===== config.mk =====
export PLATFORM = sky130hd
export DESIGN_NAME = cdic_sector_parser
export DESIGN_NICKNAME = d
export VERILOG_FILES = /design/src/rtl/cdic_pkg.sv /design/src/rtl/cdic_sync_checker.sv /design/src/rtl/cdic_sector_parser.sv
export SDC_FILE = /design/constraint.sdc
export NUM_CORES = 1
export LEC_CHECK = 0
export CELL_PAD_IN_SITES_DETAIL_PLACEMENT = 0
export CELL_PAD_IN_SITES_GLOBAL_PLACEMENT = 1
export CORE_MARGIN = 1
export CORE_UTILIZATION = 30
export DETAILED_ROUTE_END_ITERATION = 16
export GPL_TIMING_DRIVEN = 0
export PLACE_DENSITY = 0.74
export SYNTH_ARGS = -nofsm -noshare
export SYNTH_HDL_FRONTEND = slang
export SYNTH_SLANG_ARGS = --single-unit

===== constraint.sdc =====
create_clock -name clk -period 2.5 [get_ports clk]
set_input_delay 0.5 -clock clk [delete_from_list [all_inputs] [get_ports clk]]
set_output_delay 0.5 -clock clk [all_outputs]
set_load 0.02 [all_outputs]

===== src/rtl/cdic_pkg.sv =====
// rtl/cdic_pkg.sv - shared types and constants for the CDIC sector parser
package cdic_pkg;

  localparam int SLOT_ADDR_WIDTH = 11;
  localparam logic [10:0] SECTOR_WORDS = 11'd1188;
  localparam logic [10:0] DATA_WORDS   = 11'd1176;
  localparam logic [10:0] HDR_IDX      = 11'd6;
  localparam logic [10:0] SUBHDR_IDX   = 11'd8;
  localparam logic [10:0] SUBCODE_IDX  = DATA_WORDS;

  // 00 FF*10 00 on disc, packed little-endian into 16-bit words
  localparam logic [15:0] SYNC_WORDS [0:5] = '{
    16'hFF00, 16'hFFFF, 16'hFFFF, 16'hFFFF, 16'hFFFF, 16'h00FF
  };

  typedef enum logic [2:0] {
    ST_IDLE, ST_SYNC, ST_HEADER, ST_SUBHDR, ST_BODY, ST_SUBCODE, ST_FLUSH, ST_DONE
  } state_e;

  typedef struct packed {
    logic [23:0] msf;
    logic [7:0]  mode;
    logic [7:0]  file;
    logic [7:0]  channel;
    logic [7:0]  submode;
    logic [7:0]  coding;
  } hdr_t;

endpackage


===== src/rtl/cdic_sync_checker.sv =====
// rtl/cdic_sync_checker.sv - sticky compare of words 0-5 against the sync pattern
module cdic_sync_checker
  import cdic_pkg::*;
(
  input  logic        clk,
  input  logic        reset,
  input  logic        clear,
  input  logic        word_valid,
  input  logic [10:0] word_idx,
  input  logic [15:0] word_data,
  output logic        sync_mismatch
);

  logic sticky_q, sticky_d;
  logic hit;

  always_comb begin
    hit = 1'b0;
    if (word_valid && (word_idx < 11'd6)) begin
      hit = (word_data != SYNC_WORDS[word_idx[2:0]]);
    end
    sticky_d = (clear ? 1'b0 : sticky_q) | hit;
  end

  always_ff @(posedge clk) begin
    if (reset) sticky_q <= 1'b0;
    else       sticky_q <= sticky_d;
  end

  // Next-state view so a sector ending on the same clock still sees its last word
  assign sync_mismatch = sticky_d;

endmodule


===== src/rtl/cdic_sector_parser.sv =====
// rtl/cdic_sector_parser.sv - sector word stream to CDIC buffer slots; CDIC_FILE_FILTER_EN adds file filtering
module cdic_sector_parser
  import cdic_pkg::*;
(
  input  logic        clk,
  input  logic        reset,
  input  logic [15:0] in_data,
  input  logic        in_valid,
  input  logic        in_sector_delivered,
  input  logic        abort,
  input  logic [1:0]  slot_sel,
  input  logic [7:0]  filter_file,
  output logic [12:0] buf_addr,
  output logic [15:0] buf_data,
  output logic        buf_we,
  output logic [23:0] hdr_msf,
  output logic [7:0]  hdr_mode,
  output logic [7:0]  sub_file,
  output logic [7:0]  sub_channel,
  output logic [7:0]  sub_submode,
  output logic [7:0]  sub_coding,
  output logic        sector_done,
  output logic [1:0]  sector_slot,
  output logic        sync_err,
  output logic        len_err,
  output logic        sector_skipped
);

`ifdef CDIC_FILE_FILTER_EN
  localparam bit FILTER_EN = 1'b1;
`else
  localparam bit FILTER_EN = 1'b0;
`endif

  state_e state_q, state_d;
  logic [SLOT_ADDR_WIDTH-1:0] cnt_q, cnt_d;
  logic [1:0]  slot_q, slot_d, done_slot_q, done_slot_d;
  logic        len_flag_q, len_flag_d, skip_q, skip_d;
  hdr_t        shadow_q, shadow_d, hdr_q, hdr_d;
  logic        we_q, we_d, done_q, done_d;
  logic [12:0] addr_q, addr_d;
  logic [15:0] data_q, data_d;
  logic        sync_err_q, sync_err_d, len_err_q, len_err_d, skipped_q, skipped_d;
  logic        word_ok, count, start, sync_mismatch;

  cdic_sync_checker u_sync (
    .clk           (clk),
    .reset         (reset),
    .clear         (start),
    .word_valid    (count),
    .word_idx      (cnt_q),
    .word_data     (in_data),
    .sync_mismatch (sync_mismatch)
  );

  always_comb begin
    word_ok     = in_valid && !abort && (state_q != ST_DONE);
    count       = word_ok && (cnt_q < SECTOR_WORDS);
    start       = word_ok && (state_q == ST_IDLE);
    state_d     = state_q;
    cnt_d       = cnt_q;
    slot_d      = start ? slot_sel : slot_q;
    len_flag_d  = len_flag_q;
    skip_d      = skip_q;
    shadow_d    = shadow_q;
    hdr_d       = hdr_q;
    we_d        = 1'b0;
    addr_d      = addr_q;
    data_d      = data_q;
    done_d      = 1'b0;
    done_slot_d = done_slot_q;
    sync_err_d  = sync_err_q;
    len_err_d   = len_err_q;
    skipped_d   = skipped_q;

    if (count) begin
      cnt_d  = cnt_q + 11'd1;
      we_d   = !skip_q;
      addr_d = {slot_d, cnt_q};
      data_d = in_data;
      case (cnt_q)
        HDR_IDX:              shadow_d.msf[23:8] = {in_data[7:0], in_data[15:8]};
        HDR_IDX + 11'd1:      begin
                                shadow_d.msf[7:0] = in_data[7:0];
                                shadow_d.mode     = in_data[15:8];
                              end
        SUBHDR_IDX:           begin
                                shadow_d.file    = in_data[7:0];
                                shadow_d.channel = in_data[15:8];
                                if (FILTER_EN && (shadow_q.mode == 8'd2) && (in_data[7:0] != filter_file))
                                  skip_d = 1'b1;
                              end
        SUBHDR_IDX + 11'd1:   begin
                                shadow_d.submode = in_data[7:0];
                                shadow_d.coding  = in_data[15:8];
                              end
        default: ;
      endcase
    end

    case (state_q)
      ST_IDLE:    if (word_ok) state_d = ST_SYNC;
      ST_SYNC:    if (count && cnt_q == HDR_IDX - 11'd1) state_d = ST_HEADER;
      ST_HEADER:  if (count && cnt_q == SUBHDR_IDX - 11'd1) state_d = ST_SUBHDR;
      ST_SUBHDR:  if (count && cnt_q == SUBHDR_IDX + 11'd1) state_d = ST_BODY;
      ST_BODY:    if (count && cnt_q == SUBCODE_IDX - 11'd1) state_d = ST_SUBCODE;
      ST_DONE:    state_d = ST_IDLE;
      default: ;
    endcase

    // Excess words are swallowed until the cache signals end of sector
    if (word_ok && !count) begin
      len_flag_d = 1'b1;
      state_d    = ST_FLUSH;
    end

    if (abort) begin
      state_d = ST_IDLE;
    end else if (in_sector_delivered && state_q != ST_IDLE && state_q != ST_DONE) begin
      state_d     = ST_DONE;
      done_d      = 1'b1;
      done_slot_d = slot_q;
      sync_err_d  = sync_mismatch;
      len_err_d   = len_flag_d | (cnt_d != SECTOR_WORDS);
      skipped_d   = skip_d;
      hdr_d       = shadow_d;
    end

    if (state_d == ST_IDLE) begin
      cnt_d      = '0;
      len_flag_d = 1'b0;
      skip_d     = 1'b0;
    end
  end

  always_ff @(posedge clk) begin
    if (reset) begin
      state_q     <= ST_IDLE;
      cnt_q       <= '0;
      slot_q      <= '0;
      len_flag_q  <= 1'b0;
      skip_q      <= 1'b0;
      shadow_q    <= '0;
      hdr_q       <= '0;
      we_q        <= 1'b0;
      addr_q      <= '0;
      data_q      <= '0;
      done_q      <= 1'b0;
      done_slot_q <= '0;
      sync_err_q  <= 1'b0;
      len_err_q   <= 1'b0;
      skipped_q   <= 1'b0;
    end else begin
      state_q     <= state_d;
      cnt_q       <= cnt_d;
      slot_q      <= slot_d;
      len_flag_q  <= len_flag_d;
      skip_q      <= skip_d;
      shadow_q    <= shadow_d;
      hdr_q       <= hdr_d;
      we_q        <= we_d;
      addr_q      <= addr_d;
      data_q      <= data_d;
      done_q      <= done_d;
      done_slot_q <= done_slot_d;
      sync_err_q  <= sync_err_d;
      len_err_q   <= len_err_d;
      skipped_q   <= skipped_d;
    end
  end

  assign buf_addr       = addr_q;
  assign buf_data       = data_q;
  assign buf_we         = we_q;
  assign hdr_msf        = hdr_q.msf;
  assign hdr_mode       = hdr_q.mode;
  assign sub_file       = hdr_q.file;
  assign sub_channel    = hdr_q.channel;
  assign sub_submode    = hdr_q.submode;
  assign sub_coding     = hdr_q.coding;
  assign sector_done    = done_q;
  assign sector_slot    = done_slot_q;
  assign sync_err       = sync_err_q;
  assign len_err        = len_err_q;
  assign sector_skipped = skipped_q;

endmodule


==> summary.txt, run 1 <==
Placed design
  • Detailed Place HPWL: 14670 um
  • Total placed cells including tap cells: approximately 1200
  • Final RePlAce weighted congestion: 0.8067
  • Port Buf Inserts: 121

Run status
  • Run status: finished clean

Clock tree
  • CTS max path bufs: 2
  • Root buffer cell: clkbuf_16
  • CTS Sinks: 181
  • CTS tree: built
  • Hold buffer count at CTS: 0
  • H-tree levels: 4
  • Clock latency on the worst-skew pair: 0.43 ns
  • Clock slew at reported path FFs: 0.07 ns
  • TritonCTS Buffers: 17

Synthesis
  • Largest cells by area after synthesis: dfxtp_1, mux2i_1, nor2_1, a211oi_1, nand2_1
  • Fraction of registers with async set/reset: 0%
  • Synth Register Bits: around 180
  • Syn Nets: 789
  • Most frequent cell after synthesis: dfxtp_1
  • Syn_area_per_cell: roughly 9.2 um2
  • Synth warn: 0
  • Area share of the largest cell type after synthesis: 52.40%
  • Ys flop type: dfxtp_1
  • Area leader, netlist: dfxtp_1
  • Post-synth EDFFs: 0
  • Mapped Area: 6915 um2
  • Synth cell count leaders: dfxtp_1, nor2_1, nand2_1
  • Number of library cell types mapped by synthesis: 54
  • Post-synthesis sequential area ratio: 52.40%
  • Cells after synthesis: roughly 750

STA
  • Peak Freq: 417.7 MHz
  • Setup violations, final: 0
  • Fin Hold WS: 0.4549 ns
  • Rel. slew slack: between 50% and 60%
  • Clock Skew: 0.008417 ns
  • Fin. max-slew vios: 0
  • Slew @ Worst Pin: 0.6660 ns
  • Setup TNS: 0 ns
  • Min Clock Period, post-route: roughly 2.4 ns
  • Period utilization: 95.76%
  • Fin. Hold Viols: 0

Global routing
  • GRT Util Overall: 18.13%
  • Largest net degree at the start of global routing: 17
  • Number of global-route vias before repair: 5577
  • Antenna violations before repair: 0
  • First-pass GRT wire length: 32360 um
  • GRT Residual Overflow: 0

Power and ir drop
  • Leak pwr: 3.455 nW
  • Worst vdd ir: roughly 0.48 mV
  • PwrDens: 672.5 nW/um2

Finish
  • ANT cells: 0
  • Proportion of layout cells with a drive suffix above 1: between 8 and 9%
  • Fin cells: 1190
  • Final #Nets: a little over 900
  • Area Overhead vs Synth: 33.18%

Detailed routing
  • Antenna-violating nets left: 0
  • Vias per cell: 4.936
  • DRC Markers: 0
  • Initial DRC count: around 300
  • Total Wirelength: ~21000 um
  • Detailed Routing Iterations Pass 1: 5
  • Routed len/inst: roughly 18 um
  • Via count: about 6000

Hold path
  • HP Class: reg2reg

Run
  • Max Cap Viol: 0

Worst setup path
  • Crit-path max FO: 10
  • Worst Path Arrival: ~2.7 ns
  • CP Launch Type: input port
  • Required time worst endpoint: 2.82 ns
  • Setup crit end kind: flip-flop
  • Setup Crit Path Kind: in2reg

Floorplan
  • Die Area: 23660 um2
  • Die width: 153.8 um
  • Initial core utilization: a little under a third
  • # rows: 55
  • Core area: 22640 um2
  • IO Pins: around 130
  • Die height: 153.8 um
-- timing repair --
action | in CTS | in global routing
buffers inserted | 0 | 1
pin swaps | 0 | 7
endpoints found under the setup margin | 134 | 104
gates resized for setup | 19 | 36
cloned | 0 | 0
-- worst paths after layout --
| check | from | slack [ns] | cells after the start | endpoint |
|---|---|---|---|---|
| setup reg to reg | cnt_q[4] | 0.12 | 8 | sub_submode[4] |
| setup / recovery | abort | 0.11 | 9 | cnt_q[9] |
| hold / removal | buf_addr[9] | 0.45 | 2 | buf_addr[9] |
| hold reg to reg | buf_addr[9] | 0.45 | 2 | buf_addr[9] |
-- cell families after synthesis --
| kind of cell | Yosys count | share of synthesized area [%] |
|---|---|---|
| mux | 69 | 9.987 |
| buf+inv | 65 | 4.161 |
| xor+xnor | 10 | 1.267 |
| other cells | 1 | 0.05423 |
| simple gates | 294 | 18.36 |
| compound gates | 130 | 13.05 |
| flops | 181 | 52.40 |
| fa+ha+maj | 4 | 0.7237 |
-- cell usage in the layout, fill, tap and decap left out, drive strengths merged, types with 2 or more instances in the layout --
cell type | synthesis | final
o21ai | 5 | 5
dfxtp | 181 | 181
nand2b | 3 | 3
or2 | 2 | 2
clkinv | 0 | 3
a211o | 2 | 2
nor3 | 14 | 14
xnor2 | 7 | 7
clkdlybuf4s50 | 0 | 121
nand3 | 4 | 4
nor2b | 6 | 6
mux2i | 69 | 69
clkbuf | 43 | 62
a31oi | 3 | 3
buf | 17 | 16
xor2 | 3 | 3
nor4 | 8 | 8
a2bb2oi | 2 | 2
nand2 | 71 | 71
and4 | 2 | 2
and2 | 4 | 4
a41oi | 2 | 2
or3 | 3 | 3
nor2 | 163 | 163
bufinv | 0 | 2
inv | 5 | 11
nand4 | 8 | 8
a2111oi | 2 | 2
a211oi | 69 | 69
a21oi | 32 | 32
ha | 4 | 4
a32oi | 2 | 2
-- power by group --
| part | internal (mW) | switching, mW |
|---|---|---|
| Clock | 1.52 | 1.21 |
| Combinational | 0.190 | 0.308 |
| Sequential | 2.94 | 0.0334 |
-- worst max-delay path, cell delays in order --
cell	delay, ns
clkdlybuf4s50_1	0.59
nor2b_4	0.09
nand2_4	0.12
clkbuf_4	0.23
o221ai_1	0.18
nor4_2	0.40
a2bb2oi_2	0.26
clkbuf_4	0.26
nor2_1	0.07
-- sequential cells by signal, summed over array words and instances, names as in the netlist, 2 cells and up --
signal,cells
buf_addr,13
buf_data,16
cnt_q,11
hdr_mode,8
hdr_msf,24
sector_slot,2
shadow_q,64
slot_q,2
state_q,3
sub_channel,8
sub_coding,8
sub_file,8
sub_submode,8
-- cell type report --
class	count	area, um2
buffer	58	295.3
clock buffer	19	442.9
clock inverter	12	143.9
fill	2249	13430
inverter	5	18.77
multi-input combinational	508	3109
sequential	181	3625
tap	285	356.6
timing repair buffer	122	1219
-- stage by stage --
step	power, mW	cell area, um2	setup slack [ns]	util [%]
detailed placement	3.523	8483	-0.7626	37.47
global placement	3.522	8483	-0.8062	37.47
CTS	6.229	9128	0.006319	40.32
floorplan	3.263	6915	0.2703	-
finish	6.194	9210	0.1060	40.68
global route	6.405	9210	-0.04673	40.68
-- metal layers --
metal  up-vias  share of wire [%]  track usage [%]
met5         -                  0                0
met4         0                1.3            6.286
li1       2882                  -                -
met2       150                 48            29.68
met3        22                4.2            3.185
met1      2820                 47            23.99
Note: power is estimated with default switching activity, not from simulation.
==> inputs of run 2 (changes only) <==
Settings changed: CAP_MARGIN set to 20.
==> results of run 2 <==
Final layout, timing and power as in run 1 (identical DEF).
